## src/rtl/nn_pkg.sv

```systemverilog
// Shared definitions for the layer scheduler: state encoding,
// default word width and a slice helper for flattened buses.
package nn_pkg;

  typedef enum logic [2:0] {
    S_IDLE  = 3'd0,
    S_FETCH = 3'd1,
    S_LOAD  = 3'd2,
    S_WAIT  = 3'd3,
    S_DONE  = 3'd4
  } state_t;

  localparam int RES_DEFAULT = 8;

  // LSB position of word idx in a bus of res-bit words
  function automatic int word_lsb(int idx, int res);
    return idx * res;
  endfunction

endpackage

```

## src/rtl/layer_output_bank.sv

```systemverilog
// Output bank: N x RES registers, indexed write, sync clear.
// Ports: clk, reset, i_we, i_idx, i_data -> o_bank. Option: LAYER_RELU_EN.
module layer_output_bank
  import nn_pkg::*;
#(
  parameter int N   = 10,
  parameter int RES = RES_DEFAULT,
  parameter int AW  = 4
) (
  input  logic             clk,
  input  logic             reset,
  input  logic             i_we,
  input  logic [AW-1:0]    i_idx,
  input  logic [RES-1:0]   i_data,
  output logic [N*RES-1:0] o_bank
);

  logic [N*RES-1:0] r_bank;
  logic [RES-1:0]   w_val;

`ifdef LAYER_RELU_EN
  // negative results clamp to zero at capture
  assign w_val = i_data[RES-1] ? '0 : i_data;
`else
  assign w_val = i_data;
`endif

  always_ff @(posedge clk) begin
    if (reset) begin
      r_bank <= '0;
    end else begin
      for (int i = 0; i < N; i++) begin
        if (i_we && i_idx == AW'(i))
          r_bank[word_lsb(i, RES) +: RES] <= w_val;
      end
    end
  end

  assign o_bank = r_bank;

endmodule

```

## src/rtl/layer_scheduler.sv

```systemverilog
// Steps one shared neuron through all neurons of a layer.
// Ports: layer ctl, weight mem, neuron bus, layer_output. Option: LAYER_RELU_EN.
module layer_scheduler
  import nn_pkg::*;
#(
  parameter int input_data_size = 4,
  parameter int resolution      = RES_DEFAULT,
  parameter int num_neurons     = 10,
  parameter int NEURON_LATENCY  = 4
) (
  input  logic                                clk,
  input  logic                                reset,
  input  logic                                layer_start,
  input  logic [resolution*input_data_size-1:0] input_data,
  output logic                                layer_busy,
  output logic                                layer_done,
  output logic                                wmem_rd_en,
  output logic [((num_neurons > 1) ? $clog2(num_neurons) : 1)-1:0] wmem_addr,
  input  logic [resolution*input_data_size-1:0] wmem_weight,
  input  logic [resolution-1:0]               wmem_bias,
  output logic                                neuron_start,
  output logic [resolution*input_data_size-1:0] neuron_input,
  output logic [resolution*input_data_size-1:0] neuron_weight,
  output logic [resolution-1:0]               neuron_bias,
  input  logic [resolution-1:0]               neuron_output,
  output logic [resolution*num_neurons-1:0]   layer_output
);

  localparam int DW = resolution * input_data_size;
  localparam int AW = (num_neurons > 1) ? $clog2(num_neurons) : 1;
  localparam int CW = $clog2(NEURON_LATENCY + 1);

  state_t          r_state, w_next;
  logic [AW-1:0]   r_idx;
  logic [CW-1:0]   r_cnt;
  logic [DW-1:0]   r_input, r_weight;
  logic [resolution-1:0] r_bias;
  logic            w_last_wait, w_last_idx;

  assign w_last_wait = (r_state == S_WAIT) && (r_cnt == CW'(1));
  assign w_last_idx  = (r_idx == AW'(num_neurons - 1));

  always_ff @(posedge clk) begin
    if (reset) r_state <= S_IDLE;
    else       r_state <= w_next;
  end

  always_comb begin
    w_next = r_state;
    unique case (r_state)
      S_IDLE:  if (layer_start) w_next = S_FETCH;
      S_FETCH: w_next = S_LOAD;
      S_LOAD:  w_next = S_WAIT;
      S_WAIT:
        if (w_last_wait)
          w_next = w_last_idx ? S_DONE : S_FETCH;
      S_DONE:  w_next = S_IDLE;
      default: w_next = S_IDLE;
    endcase
  end

  always_comb begin
    layer_busy   = (r_state != S_IDLE);
    layer_done   = (r_state == S_DONE);
    wmem_rd_en   = (r_state == S_FETCH);
    wmem_addr    = (r_state == S_FETCH) ? r_idx : '0;
    // counter still holds its load value in the first WAIT cycle
    neuron_start = (r_state == S_WAIT) &&
                   (r_cnt == CW'(NEURON_LATENCY));
  end

  always_ff @(posedge clk) begin
    if (reset) begin
      r_idx    <= '0;
      r_cnt    <= '0;
      r_input  <= '0;
      r_weight <= '0;
      r_bias   <= '0;
    end else begin
      unique case (r_state)
        S_IDLE:
          if (layer_start) begin
            r_input <= input_data;
            r_idx   <= '0;
          end
        S_LOAD: begin
          r_weight <= wmem_weight;
          r_bias   <= wmem_bias;
          r_cnt    <= CW'(NEURON_LATENCY);
        end
        S_WAIT: begin
          r_cnt <= r_cnt - CW'(1);
          if (w_last_wait && !w_last_idx)
            r_idx <= r_idx + AW'(1);
        end
        default: ;
      endcase
    end
  end

  assign neuron_input  = r_input;
  assign neuron_weight = r_weight;
  assign neuron_bias   = r_bias;

  layer_output_bank #(
    .N   (num_neurons),
    .RES (resolution),
    .AW  (AW)
  ) u_bank (
    .clk    (clk),
    .reset  (reset),
    .i_we   (w_last_wait),
    .i_idx  (r_idx),
    .i_data (neuron_output),
    .o_bank (layer_output)
  );

endmodule

```

## config.mk

```make
export PLATFORM = sky130hd
export DESIGN_NAME = layer_scheduler
export DESIGN_NICKNAME = d
export VERILOG_FILES = /design/src/rtl/nn_pkg.sv /design/src/rtl/layer_output_bank.sv /design/src/rtl/layer_scheduler.sv
export SDC_FILE = /design/constraint.sdc
export NUM_CORES = 1
export LEC_CHECK = 0
export CORE_UTILIZATION = 39
export DETAILED_ROUTE_END_ITERATION = 8
export MAX_ROUTING_LAYER = met4
export PLACE_DENSITY = 0.85
export SYNTH_ARGS = -nofsm -noshare
export SYNTH_HDL_FRONTEND = slang
export SYNTH_SLANG_ARGS = --single-unit
```

## constraint.sdc

```tcl
create_clock -name clk -period 1.7 [get_ports clk]
set_input_delay 0.34 -clock clk [delete_from_list [all_inputs] [get_ports clk]]
set_output_delay 0.34 -clock clk [all_outputs]
set_load 0.03 [all_outputs]
```

# --- Word-level counts from Yosys, hierarchy flattened ---
# Index checks and enable logic that the tools add are counted.
totals:
  ff_bits: 162
  input_bits: 83
  word_cells: 67
  out_inout_bits: 160
op_classes:
  n_reduce_logical: 22
  mux: 9
  n_addsub: 2
  n_eq_ne: 18
op_table:
  columns: ["cell", "count"]
  rows:
  - ["$eq 4x3->1 const B", 4]
  - ["$logic_and 1x1->1", 13]
  - ["$mux 4", 3]
  - ["$pmux 3 s4", 1]
  - ["$mux 3", 3]
  - ["$eq 4x2->1 const B", 2]
  - ["$eq 4x4->1 const B", 2]
  - ["$pmux 4 s2", 1]
  - ["$eq 3x1->1 const B", 2]
  - ["$eq 3x2->1 const B", 2]
  - ["$eq 3x3->1 const B", 2]
  - ["$pmux 3 s2", 1]
  - ["$add 4x1->4 const B", 1]
  - ["$eq 4x1->1 const B", 1]
  - ["$logic_not 4->1", 1]
  - ["$ne 2x1->1 const B", 2]
  - ["$reduce_and 2->1", 2]
  - ["$reduce_bool 2->1", 2]
  - ["$logic_not 3->1", 1]
  - ["$reduce_and 3->1", 1]
  - ["$reduce_bool 3->1", 1]
  - ["$sub 3x1->3 const B", 1]
  - ["$ne 2x2->1 const B", 1]
  - ["$logic_not 1->1", 1]

# --- Longest topological paths before layout ---
# Gate-level depths: netlist of the first run.
depth:
  word_depth: 5
  mapped_depth: 8
  depth_no_buf: 6

# --- By module ---
# From an unflattened synthesis of the first run, not the netlist that was laid out.
unflattened:
  hier_cells: 674
  area_unflattened_um2: 6304.8
modules_own_cells:
  columns: ["mod", "n_inst", "area_per_inst_um2", "cells_each", "seq_area_each_um2"]
  rows:
  - ["layer_output_bank", 1, 3179.3, 284, 1601.5]
  - ["layer_scheduler", 1, 3125.5, 390, 1641.6]

# --- Worst setup path after synthesis of the first run ---
# OpenSTA, ideal clock, no wires.
synth_timing:
  kind: "register to output"
  start: "register r_state[0]"
  end: "output wmem_addr[0] (netlist name)"
  path_slack_ns: -0.637
  n_path_buf: 1
  stages_incl_launch_ff: 4
  required_ns: 1.360
  arrival_time_ns: 1.997
  path_cell_list: "dfxtp_1 -> clkbuf_1 -> nor3b_1 -> and2_1"
synth_via:
  elab_chain_cells: 2
synth_lines:
  columns: ["element", "line", "rtl"]
  rows:
  - ["from (decl)", "layer_scheduler.sv:33", "state_t r_state, w_next;"]
  - ["from (signal assigned)", "layer_scheduler.sv:45", "else r_state <= w_next;"]
  - ["$eq 3x1->1", null, null]
  - ["named net wmem_rd_en", "layer_scheduler.sv:17", "output logic wmem_rd_en,"]
  - ["$mux 4", "layer_scheduler.sv:66", "wmem_addr = (r_state == S_FETCH) ? r_idx : '0;"]
  - ["to (decl)", "layer_scheduler.sv:18", "output logic [((num_neurons > 1) ? $clog2(num_neurons) : 1)-1:0] wmem_addr,"]
# The timed path passes the listed nets, and every way through them passes these cells.

# --- Final worst setup path of the first run ---
layout_timing:
  start: "register r_cnt[0]"
  end: "output neuron_start"
layout_via:
  elab_chain_cells: 2
layout_lines:
  columns: ["element", "line", "rtl"]
  rows:
  - ["from (decl)", "layer_scheduler.sv:35", "logic [CW-1:0] r_cnt;"]
  - ["from (signal assigned)", "layer_scheduler.sv:89", "r_cnt <= CW'(NEURON_LATENCY);"]
  - ["from (signal assigned)", "layer_scheduler.sv:92", "r_cnt <= r_cnt - CW'(1);"]
  - ["$eq 3x3->1", "layer_scheduler.sv:69", "(r_cnt == CW'(NEURON_LATENCY));"]
  - ["$logic_and 1x1->1", "layer_scheduler.sv:68", "neuron_start = (r_state == S_WAIT) &&"]
  - ["to (decl)", "layer_scheduler.sv:21", "output logic neuron_start,"]
# Every way passes these cells.

==> impl_results.rst, run 1 <==
.. list-table::
   :header-rows: 1

   * - Metric
     - Value
   * - Hold bufs inserted after CTS
     - 0
   * - Hold Path Sink
     - neuron_weight[30]
   * - Sequential group share of total power
     - 0.458
   * - Total wirelength of the detailed-routed design
     - approximately 18 mm
   * - Number of global-route vias before repair
     - about 5300
   * - Die height
     - between 100 and 150 µm
   * - Width of the die
     - about 130 µm
   * - Cell area power density
     - between 800 and 900 nW/µm²
   * - Hold wc startpoint
     - reset
   * - Worst R2R End
     - u_bank.o_bank[64]
   * - Floorplan Core Area
     - about 15000 µm²
   * - Maximum capacitance violations
     - 0
   * - Largest net degree at the start of global routing
     - 90
   * - Std cell rows
     - 45
   * - Portion of the post-synthesis area used by sequential elements
     - 0.535
   * - Hold/Removal Path Class
     - in2reg
   * - Crit. End Element
     - primary output
   * - Violated checks
     - negative setup slack
   * - Compound-Gate Fraction of Synth Area
     - 0.0725
   * - Initial core utilization
     - 0.399
   * - Max rail drop VDD
     - roughly 0.00065 V
   * - Time the worst path needs with I/O delays and setup
     - between 1.5 and 2 ns
   * - Number of vias per cell after detailed routing
     - 4.95
   * - Worst EP arrival
     - between 1 and 1.5 ns
   * - Multiplexer share of the synthesized area
     - 0.134
   * - Number of antenna diodes
     - 0
   * - Weighted congestion at the end of routability-driven global placement
     - just over 0.8
   * - Number of hold-slack violations in the final timing report
     - 0
   * - Slew Limit Fails
     - 0
   * - Proportion of layout cells with a drive suffix above 1
     - 0.125
   * - Post-synthesis register bit count
     - 162
   * - Internal reg-to-reg setup slack
     - around 0.03 ns
   * - Post-detailed-route wirelength per cell
     - about 16 µm
   * - Clock Sinks
     - 162
   * - Finished Core Util
     - 0.636
   * - Switching power summed over all nets
     - ~2.1 mW
   * - Number of buffers added on ports
     - 242
   * - Number of buffers on the longest clock path
     - 2
   * - Starting DRT DRC Count
     - about 200
   * - Initial antenna violation count
     - 0
   * - Depth of the worst hold-timing path
     - 2
   * - Final worst clock skew
     - roughly 0.0086 ns
   * - Part of the power in the clock network
     - 0.414
   * - Worst r2r path cells
     - 8
   * - Avg Synthesized Cell Area
     - ~9.0 µm²
   * - Area share of the largest cell type after synthesis
     - 0.535
   * - Post-route fraction of the period consumed by the critical path
     - 1.05
   * - Worst setup path category
     - reg2out
   * - Total Routing Usage GR
     - 0.224
   * - Number of remaining DRC errors
     - 0
   * - XOR/XNOR Fraction of Synth Area
     - 0
   * - Worst-Margin Slew
     - ~0.48 ns
   * - Number of vias in the routed layout
     - roughly 5500
   * - Area leader, netlist
     - dfxtp_1
   * - Number of placed I/O pins
     - between 200 and 250
   * - Leakage component of the power
     - between 4 and 5 nW
   * - Kind of start point of the critical path
     - flop
   * - Internal portion of total power
     - ~6.5 mW
   * - Half-perimeter wire length after detailed placement
     - roughly 12 mm
   * - Setup-failing EPs final
     - 7
   * - Wire length of the first global-routing pass
     - 27.1 mm
   * - DR pass1 iterations
     - 4
   * - Clock tree from TritonCTS
     - built
   * - Part of the total power dissipated in combinational logic
     - 0.128
   * - H-tree level count
     - 4
   * - Post-synthesis instance area
     - approximately 6000 µm²
   * - Final worst setup slack
     - -0.0927 ns
   * - Reg-to-Reg Start
     - r_cnt[0]
   * - Synthesized-area fraction occupied by adder cells
     - 0.0145
   * - Nets in the synthesized netlist
     - roughly 760
   * - Global route total overflow
     - 0
   * - Signed area change from the synthesized netlist to the final layout
     - 59.5%
   * - Top cells by area in the synthesized netlist
     - dfxtp_1 54%, mux2i_1 13%, nand2_1 9.1%
   * - Outcome
     - finished with violations
   * - Yosys warning count
     - 0
   * - Post-Synthesis Cells
     - roughly 670
   * - Source-to-sink clock delay at the later pin of the worst-skew pair
     - between 0.4 and 0.5 ns
   * - Largest family of logic cells by synthesized area
     - simple AND/OR/NAND/NOR gates
   * - Rel. slew slack
     - 0.677
   * - DIE AREA
     - roughly 16000 µm²
   * - Count of cell types in the netlist
     - 34
   * - Required arrival time at the worst endpoint
     - roughly 1.4 ns
   * - Nets@finish
     - 1012
   * - Clock tree root buffer cell
     - clkbuf_16
   * - ANT nets after route
     - 0
   * - Maximum clock frequency
     - between 0.5 and 0.6 GHz
   * - TritonCTS Buffers
     - 17
   * - Simple-gate share of the synthesized area
     - 0.206
   * - Critical path peak fanout
     - 2
   * - Net Sw Frac
     - 0.247
   * - Unrepaired setup endpoints after global routing
     - true
   * - Setup Total Neg Slack
     - -0.527 ns
   * - Clk pin slew, worst setup/hold paths
     - 0.06 ns
## area by class of cell
type | count | area (µm²)
Clock buffer | 22 | 474
Clock inverter | 8 | 80.1
Fill cell | 1301 | 5540
Inverter | 5 | 21.3
Multi-Input combinational cell | 451 | 2780
Sequential cell | 162 | 3250
Tap cell | 188 | 235
Timing Repair Buffer | 285 | 2830
## worst max-delay path, stage by stage (launching register included)
cell and delay, ns:
dfxtp_2 0.35, inv_2 0.06, ha_4 0.16, ha_4 0.14, and4b_1 0.18, buf_6 0.14
## cell usage after synthesis
cell       count
o21ai_0        4
o2bb2ai_1      1
mux2i_1       81
nand2_1      147
nor4bb_1       4
a22o_1         1
clkbuf_1      41
o41ai_1        1
nand3b_1       6
clkbuf_2       1
nor4_1         1
nand2_2        4
nor4b_2        1
ha_1           7
and4b_1        2
inv_1          5
buf_2         10
nand3_1        4
a21oi_1       75
nand2b_1       3
nor3_4         2
nor2_1        88
nand4b_4       1
nor3_1         1
nand4b_1       4
nor3b_2        1
buf_1          1
and2_1         5
or3_1          1
o32ai_1        1
a311oi_1       1
dfxtp_1      162
nor2b_1        1
nor3b_1        3
## power groups by stage
stage / logic [mW] / clock network (mW) / registers, mW
final: 1.10 / 3.58 / 3.96
after global routing: 1.19 / 3.83 / 3.97
after CTS: 1.07 / 3.69 / 3.96
after detailed placement: 1.11 / 0 / 4.05
after global placement: 1.10 / 0 / 4.04
after floorplan: 0.340 / 0 / 4.25
## stage by stage
stage / std cells / total power [mW] / cell area (µm²) / hold WS, ns / setup WS [ns]
2_1_floorplan: 671 / 4.59 / 6080 / 0.432 / -0.0824
3_3_place_gp: 1077 / 5.14 / 8970 / 0.440 / 0.0684
3_5_place_dp: 1077 / 5.16 / 8970 / 0.445 / 0.0138
4_1_cts: 1116 / 8.72 / 9470 / 0.221 / -0.139
5_1_grt: 1121 / 8.99 / 9670 / 0.237 / -0.169
6_report: 1121 / 8.65 / 9670 / 0.247 / -0.0927
## cell usage in the layout, fill, tap and decap left out, types with 3 or more instances in the layout
cell,instances
nor3b_4,3
dfxtp_2,7
nor2_1,88
ha_4,4
buf_6,7
nand2_1,147
clkbuf_8,3
mux2i_1,80
nand3_1,4
and2_4,4
buf_12,19
nand2b_1,3
o21ai_0,4
buf_4,23
dfxtp_1,155
nand4b_1,4
clkinvlp_4,3
dlygate4sd2_1,152
nand3b_1,6
clkdlybuf4s50_1,81
clkbuf_16,18
a21oi_1,75
## cell families (layout without fill, tap and decap cells)
family,count (synthesis),after routing
AO/OA/AOI/OAI,84,84
adder cells (fa/ha/maj),7,7
buffers and inverters,58,320
flip-flops,162,162
multiplexers,81,81
AND/OR/NAND/NOR,279,279
## state kept, by name (all words and copies together), names as in the netlist
name / cells
r_idx: 4
r_cnt: 3
u_bank.o_bank: 80
neuron_bias: 8
r_state: 3
neuron_weight: 32
neuron_input: 32
## how the worst max path moves through the flow
| stage | startpoint | to |
|---|---|---|
| after floorplan | r_state[1] | wmem_addr[0] |
| after global placement | layer_start | r_idx[0] |
| after detailed placement | r_cnt[1] | u_bank.o_bank[64] |
| after CTS | r_cnt[0] | neuron_start |
| after global routing | r_state[2] | wmem_addr[2] |
| final | r_cnt[0] | neuron_start |
## per-layer routing
metal  track usage  vias to the layer above  share of wire  routed length (µm)
met4        0.0693                        0          0.012                 214
met1         0.252                     2606           0.41                7200
li1              -                     2714              -                   -
met3        0.0932                       23          0.095                1670
met2         0.363                      201           0.48                8500
met5             -                        -              0                   0
## repair_timing
action | 4_1_cts | 5_1_grt
gates cloned | 0 | 1
setup buffers | 9 | 5
setup endpoints to repair | 160 | 78
resized for setup | 172 | 31
pin swaps | 6 | 10
Power figures use the tool's default switching activity.
==> run 2, diff against run 1 <==
Settings changed: CTS_BUF_LIST set to sky130_fd_sc_hd__clkbuf_4 sky130_fd_sc_hd__clkbuf_8 sky130_fd_sc_hd__clkbuf_16.
==> run 2 against run 1 <==
  * The run still ends with negative setup slack left
  * Clock power is 1% higher
  * Flip-flop and latch count did not move
  * Hold slack got worse by 0.0056 ns
  * Die area is the same
  * Via count is 0.13% higher
  * Global-route usage is essentially flat
  * Sequential power about the same
  * Fmax is 0.27% lower
  * Critical endpoint unchanged
==> impl_results.rst, run 2 (synthesis results as in run 1) <==
.. list-table::
   :header-rows: 1

   * - Metric
     - Value
   * - Outcome
     - finished with violations
   * - Violated checks
     - negative setup slack
   * - Total Routing Usage GR
     - 0.224
   * - Maximum capacitance violations
     - 0
   * - DR pass1 iterations
     - 4
   * - Number of vias per cell after detailed routing
     - 4.95
   * - Worst EP arrival
     - approximately 1.5 ns
   * - Worst setup path category
     - reg2out
   * - Number of buffers on the longest clock path
     - 2
   * - Max rail drop VDD
     - 0.000646 V
   * - Total instance count after detailed placement
     - 1077
   * - Worst R2R End
     - u_bank.o_bank[64]
   * - Reg-to-Reg Start
     - r_cnt[0]
   * - Number of global-route vias before repair
     - 5279
   * - Finished Core Util
     - 0.636
   * - Half-perimeter wire length after detailed placement
     - 12.0 mm
   * - Number of remaining DRC errors
     - 0
   * - Required arrival time at the worst endpoint
     - 1.36 ns
   * - Unrepaired setup endpoints after global routing
     - true
   * - Slew Limit Fails
     - 0
   * - Maximum clock frequency
     - 0.556 GHz
   * - Proportion of layout cells with a drive suffix above 1
     - 0.128
   * - Hold wc startpoint
     - reset
   * - Leakage component of the power
     - roughly 4.8 nW
   * - Source-to-sink clock delay at the later pin of the worst-skew pair
     - around 0.42 ns
   * - Smallest hold slack
     - 0.242 ns
   * - Clock Sinks
     - about 160
   * - Global route total overflow
     - 0
   * - Width of the die
     - between 100 and 150 µm
   * - Cell area power density
     - about 900 nW/µm²
   * - Floorplan Core Area
     - ~15000 µm²
   * - Most frequent standard cell in the layout excluding fill and tap cells
     - dfxtp_1
   * - Rel. slew slack
     - 0.683
   * - Hold/Removal Path Class
     - in2reg
   * - Die height
     - between 100 and 150 µm
   * - Fin area
     - ~9700 µm²
   * - H-tree level count
     - 4
   * - Number of placed I/O pins
     - approximately 240
   * - Clock tree from TritonCTS
     - built
   * - Met1 wire length
     - ~7.3 mm
   * - Flip-flop count of the largest register, all copies and words added
     - 80
   * - Final worst setup slack
     - -0.0976 ns
   * - Post-place setup slack
     - 0.0138 ns
   * - Clock tree root buffer cell
     - clkbuf_16
   * - Post-place instance area
     - roughly 9000 µm²
   * - Internal reg-to-reg setup slack
     - about 0.030 ns
   * - Final worst clock skew
     - roughly 0.0080 ns
   * - DIE AREA
     - 16000 µm²
   * - Setup Total Neg Slack
     - -0.583 ns
   * - Number of antenna diodes
     - 0
   * - Depth of the worst hold-timing path
     - 2
   * - Time the worst path needs with I/O delays and setup
     - about 1.8 ns
   * - TritonCTS Buffers
     - 17
   * - Most frequent cells in the layout
     - 155 x dfxtp_1, 152 x dlygate4sd2_1, 147 x nand2_1
   * - Post-route fraction of the period consumed by the critical path
     - 1.06
   * - Kind of start point of the critical path
     - flop
   * - Nets@finish
     - just over 1000
   * - Hold bufs inserted after CTS
     - 0
   * - Number of vias in the routed layout
     - ~5600
   * - Largest net degree at the start of global routing
     - 90
   * - Post-detailed-route wirelength per cell
     - 15.7 µm
   * - Starting DRT DRC Count
     - around 210
   * - Amount of wire on met2 after detailed routing
     - 8.44 mm
   * - Clk pin slew, worst setup/hold paths
     - roughly 0.060 ns
   * - Std cell rows
     - 45
   * - DR WL met3
     - 1.66 mm
   * - Final Non-Filler Cells
     - between 1000 and 1500
   * - Total wirelength of the detailed-routed design
     - about 18 mm
   * - Critical path peak fanout
     - 2
   * - Hold Path Sink
     - neuron_weight[30]
   * - Setup-failing EPs final
     - 7
   * - Design Power
     - just under 9 mW
   * - Signed area change from the synthesized netlist to the final layout
     - 59.7%
   * - Top routing layer used
     - met4
   * - Wire length of the first global-routing pass
     - between 20 and 30 mm
   * - Weighted congestion at the end of routability-driven global placement
     - about 0.80
   * - Worst-Margin Slew
     - 0.474 ns
   * - Worst r2r path cells
     - 8
   * - Initial core utilization
     - 0.399
   * - Crit. End Element
     - primary output
   * - Number of hold-slack violations in the final timing report
     - 0
   * - Initial antenna violation count
     - 0
   * - Number of buffers added on ports
     - approximately 240
   * - ANT nets after route
     - 0
-- run 2: worst max path at each step --
stage | start | end | slack (ns) | depth (start not counted)
after floorplan | r_state[1] | wmem_addr[0] | -0.08 | 4
after global routing | r_state[2] | wmem_addr[2] | -0.17 | 4
final | r_cnt[0] | neuron_start | -0.1 | 5
after detailed placement | r_cnt[1] | u_bank.o_bank[64] | 0.01 | 8
after global placement | layer_start | r_idx[0] | 0.07 | 6
after CTS | r_cnt[0] | neuron_start | -0.14 | 5
-- run 2: worst max-delay path, cell delays in order, from the launching register on --
cell	delay, ns
dfxtp_2	0.35
inv_2	0.06
ha_4	0.16
ha_4	0.14
and4b_1	0.18
buf_6	0.14
-- run 2: report_power, final --
part,total [mW],internal [mW],switching [mW]
Clock,3.62,2.15,1.47
Sequential,3.96,3.91,0.0550
Combinational,1.10,0.485,0.620
-- run 2: final cells by class --
class	count	area, µm²
Clock buffer	22	482
Clock inverter	8	80.1
Fill cell	1301	5530
Inverter	5	21.3
Multi-Input combinational cell	451	2780
Sequential cell	162	3250
Tap cell	188	235
Timing Repair Buffer	285	2830
-- run 2: routing by layer --
layer	vias to the layer above	GRT usage
met2	207	0.365
met1	2604	0.249
li1	2716	-
met3	24	0.0932
met4	0	0.0693
met5	-	-
-- run 2: timing repair --
| item | CTS | global route |
|---|---|---|
| pin swaps | 6 | 10 |
| resized for setup | 172 | 31 |
| endpoints found under the setup margin | 161 | 79 |
| cloned | 0 | 1 |
| buffers inserted | 9 | 5 |
==> run 3, diff against run 2 <==
Settings changed: ABC_AREA set to 1.
==> run 3 against run 2 <==
  * The run now ends clean
  * Critical path depth rose by 1
  * Total power rose by 48%
  * Combinational power rose to 3.7 times the previous value
  * Clock power rose by 10%
  * Flip-flop and latch count did not move
  * Via count rose by 7.5%
  * First-iteration DRC count rose by 80%
  * Register-to-register slack improved by 0.06 ns
  * Utilization fell by 0.60 points
  * Global-route usage fell by 0.10 points
  * Design area fell by 3.9%
  * Critical path type unchanged
==> impl_results.rst, run 3 <==
.. list-table::
   :header-rows: 1

   * - Metric
     - Value
   * - H-tree level count
     - 4
   * - Post-synthesis register bit count
     - about 160
   * - Total wirelength of the detailed-routed design
     - around 17 mm
   * - Worst-Margin Slew
     - 0.533 ns
   * - Clock Sinks
     - about 160
   * - Number of vias per cell after detailed routing
     - between 4 and 5
   * - DIE AREA
     - between 15000 and 20000 µm²
   * - Hold wc startpoint
     - neuron_input[12]
   * - Leakage component of the power
     - about 4.2 nW
   * - Post-Synthesis Cells
     - 777
   * - Max rail drop VDD
     - 0.000780 V
   * - Asr flop ratio synth
     - 0
   * - Post-detailed-route wirelength per cell
     - about 14 µm
   * - Source-to-sink clock delay at the later pin of the worst-skew pair
     - around 0.42 ns
   * - Largest net degree at the start of global routing
     - between 60 and 70
   * - Crit path cell chain
     - inv_2, ha_4, ha_4, inv_2, nor2_4, buf_12
   * - Design Power
     - roughly 13 mW
   * - Worst setup path category
     - reg2out
   * - Clock tree root buffer cell
     - clkbuf_16
   * - Number of buffers added on ports
     - 242
   * - Global-route track usage on met2
     - 0.376
   * - Reg-to-Reg Start
     - r_cnt[0]
   * - Final worst clock skew
     - about 0.009 ns
   * - Top flip-flop cell by instance count after synthesis
     - dfxtp_1
   * - Maximum capacitance violations
     - 0
   * - Fraction of met3 tracks used by global routing
     - 0.0442
   * - Avg Synthesized Cell Area
     - a little under 8 µm²
   * - Wire length of the first global-routing pass
     - 27.1 mm
   * - Portion of the post-synthesis area used by sequential elements
     - 0.542
   * - Post-place setup slack
     - ~0.044 ns
   * - Critical path peak fanout
     - 2
   * - Flip-flop count of the largest register, all copies and words added
     - 80
   * - Unrepaired setup endpoints after global routing
     - true
   * - Time the worst path needs with I/O delays and setup
     - about 1.7 ns
   * - Cell with the largest stage delay on the worst path
     - dfxtp_2
   * - Number of hold-slack violations in the final timing report
     - 0
   * - Number of enable-type register cells in the synthesized netlist
     - 0
   * - Std cell rows
     - 44
   * - Setup-failing EPs final
     - 0
   * - Crit-path leading delay family
     - flip-flops
   * - Worst setup startpoint
     - r_cnt[0]
   * - Initial antenna violation count
     - 0
   * - Worst EP arrival
     - roughly 1.4 ns
   * - Floorplan Core Area
     - ~15000 µm²
   * - Weighted congestion at the end of routability-driven global placement
     - 0.819
   * - Number of remaining DRC errors
     - 0
   * - Post-route fraction of the period consumed by the critical path
     - 0.997
   * - Fin area
     - 9300 µm²
   * - Worst path bufs/invs
     - 3
   * - Area leader, netlist
     - dfxtp_1
   * - DR pass1 iterations
     - 5
   * - Final worst setup slack
     - between 0.005 and 0.006 ns
   * - Required arrival time at the worst endpoint
     - roughly 1.4 ns
   * - Clock tree from TritonCTS
     - built
   * - Count of cell types in the netlist
     - 21
   * - Smallest hold slack
     - between 0.4 and 0.5 ns
   * - TritonCTS Buffers
     - 17
   * - Number of antenna diodes
     - 0
   * - Number of buffers on the longest clock path
     - 2
   * - Maximum clock frequency
     - 0.590 GHz
   * - Number of global-route vias before repair
     - roughly 5500
   * - Rel. slew slack
     - 0.643
   * - Post-synthesis instance area
     - around 6000 µm²
   * - Most frequent cells in the layout
     - 205 x nor2_1, 155 x dfxtp_1, 152 x dlygate4sd2_1
   * - Crit. End Element
     - primary output
   * - Starting DRT DRC Count
     - 373
   * - Proportion of layout cells with a drive suffix above 1
     - 0.100
   * - ANT nets after route
     - 0
   * - Outcome
     - finished clean
   * - Maximum cell stage delay along the critical path
     - between 0.3 and 0.4 ns
   * - Cell area power density
     - about 1400 nW/µm²
   * - Met1 Track Usage GR
     - 0.263
   * - Post-place instance area
     - ~8700 µm²
   * - Yosys warning count
     - 0
   * - Nets@finish
     - 1105
   * - Area share of the largest cell type after synthesis
     - 0.542
   * - Most instantiated cells after synthesis
     - 210 x nor2_1, 162 x dfxtp_1, 139 x o21ai_0, 62 x a21oi_1, 61 x inv_1
   * - Half-perimeter wire length after detailed placement
     - 11.9 mm
   * - Width of the die
     - approximately 130 µm
   * - Hold/Removal Path Class
     - reg2reg
   * - Number of vias in the routed layout
     - approximately 6000
   * - Global route total overflow
     - 0
   * - Kind of start point of the critical path
     - flop
   * - Top cells by area in the synthesized netlist
     - dfxtp_1 54%, nor2_1 13%, o21ai_0 12%
   * - Total Routing Usage GR
     - 0.223
   * - Most frequent standard cell in the layout excluding fill and tap cells
     - nor2_1
   * - Clk pin slew, worst setup/hold paths
     - around 0.060 ns
   * - Die height
     - ~130 µm
   * - Number of placed I/O pins
     - ~240
   * - Hold bufs inserted after CTS
     - 0
   * - Layer with the highest usage after global routing
     - met2
   * - Signed area change from the synthesized netlist to the final layout
     - 55.4%
   * - Cell with the most instances after synthesis
     - nor2_1
   * - Nets in the synthesized netlist
     - between 800 and 900
   * - Slew Limit Fails
     - 0
   * - Initial core utilization
     - 0.406
[run 3: layer usage]
layer  vias up  share of wire
li1       2989              -
met2       204           0.49
met5         -              0
met3        25          0.052
met4         0          0.021
met1      2747           0.44
[run 3: repair_timing]
item / in CTS / in global routing
gates cloned: 0 / 0
setup endpoints to repair: 160 / 72
gates resized for setup: 172 / 31
buffers inserted: 2 / 3
pin swaps: 3 / 5
[run 3: path summary, 6_finish.rpt]
kind                                           to  slack (ns)  depth (start not counted)
worst max-delay path                 neuron_start       0.005                          6
worst min-delay path             neuron_input[12]        0.44                          2
worst max register to register  u_bank.o_bank[69]        0.09                          8
worst min register to register   neuron_input[12]        0.44                          2
[run 3: layout make-up]
| class | count | area, µm² |
|---|---|---|
| Fill cell | 1282 | 5450 |
| Sequential cell | 162 | 3250 |
| Timing Repair Buffer | 263 | 2530 |
| Multi-Input combinational cell | 508 | 2410 |
| Clock buffer | 21 | 474 |
| Inverter | 63 | 246 |
| Tap cell | 184 | 230 |
| Clock inverter | 11 | 151 |
[run 3: power breakdown]
part	internal, mW	leakage [nW]	switching, mW
combinational	1.49	2.58	2.63
clock	2.46	0.307	1.54
sequential	4.43	1.32	0.324
total	8.38	4.21	4.50
[run 3: worst reg2reg max path, stage by stage (launching register included)]
cell	delay [ns]
dfxtp_2	0.34
buf_4	0.12
ha_1	0.16
nand2_1	0.10
nor2_4	0.24
buf_8	0.15
buf_4	0.17
nand3_1	0.10
a21oi_1	0.17
[run 3: per-stage QoR]
stage / setup TNS (ns) / cells / utilization
6_report: 0 / 1212 / 0.630
5_1_grt: -0.119 / 1212 / 0.630
4_1_cts: -0.0338 / 1209 / 0.624
3_5_place_dp: 0 / 1175 / 0.589
3_3_place_gp: 0 / 1175 / 0.589
2_1_floorplan: 0 / 777 / -
[run 3: cells by family (layout without fill, tap and decap cells)]
logic type                 Yosys count  in the layout  share of synthesized area
and+or+nand+nor                    297            297                      0.200
DFF                                162            162                      0.542
buffers and inverters              107            358                     0.0725
adders and majority gates            7              7                     0.0146
AOI/OAI and AO/OA                  204            204                      0.171
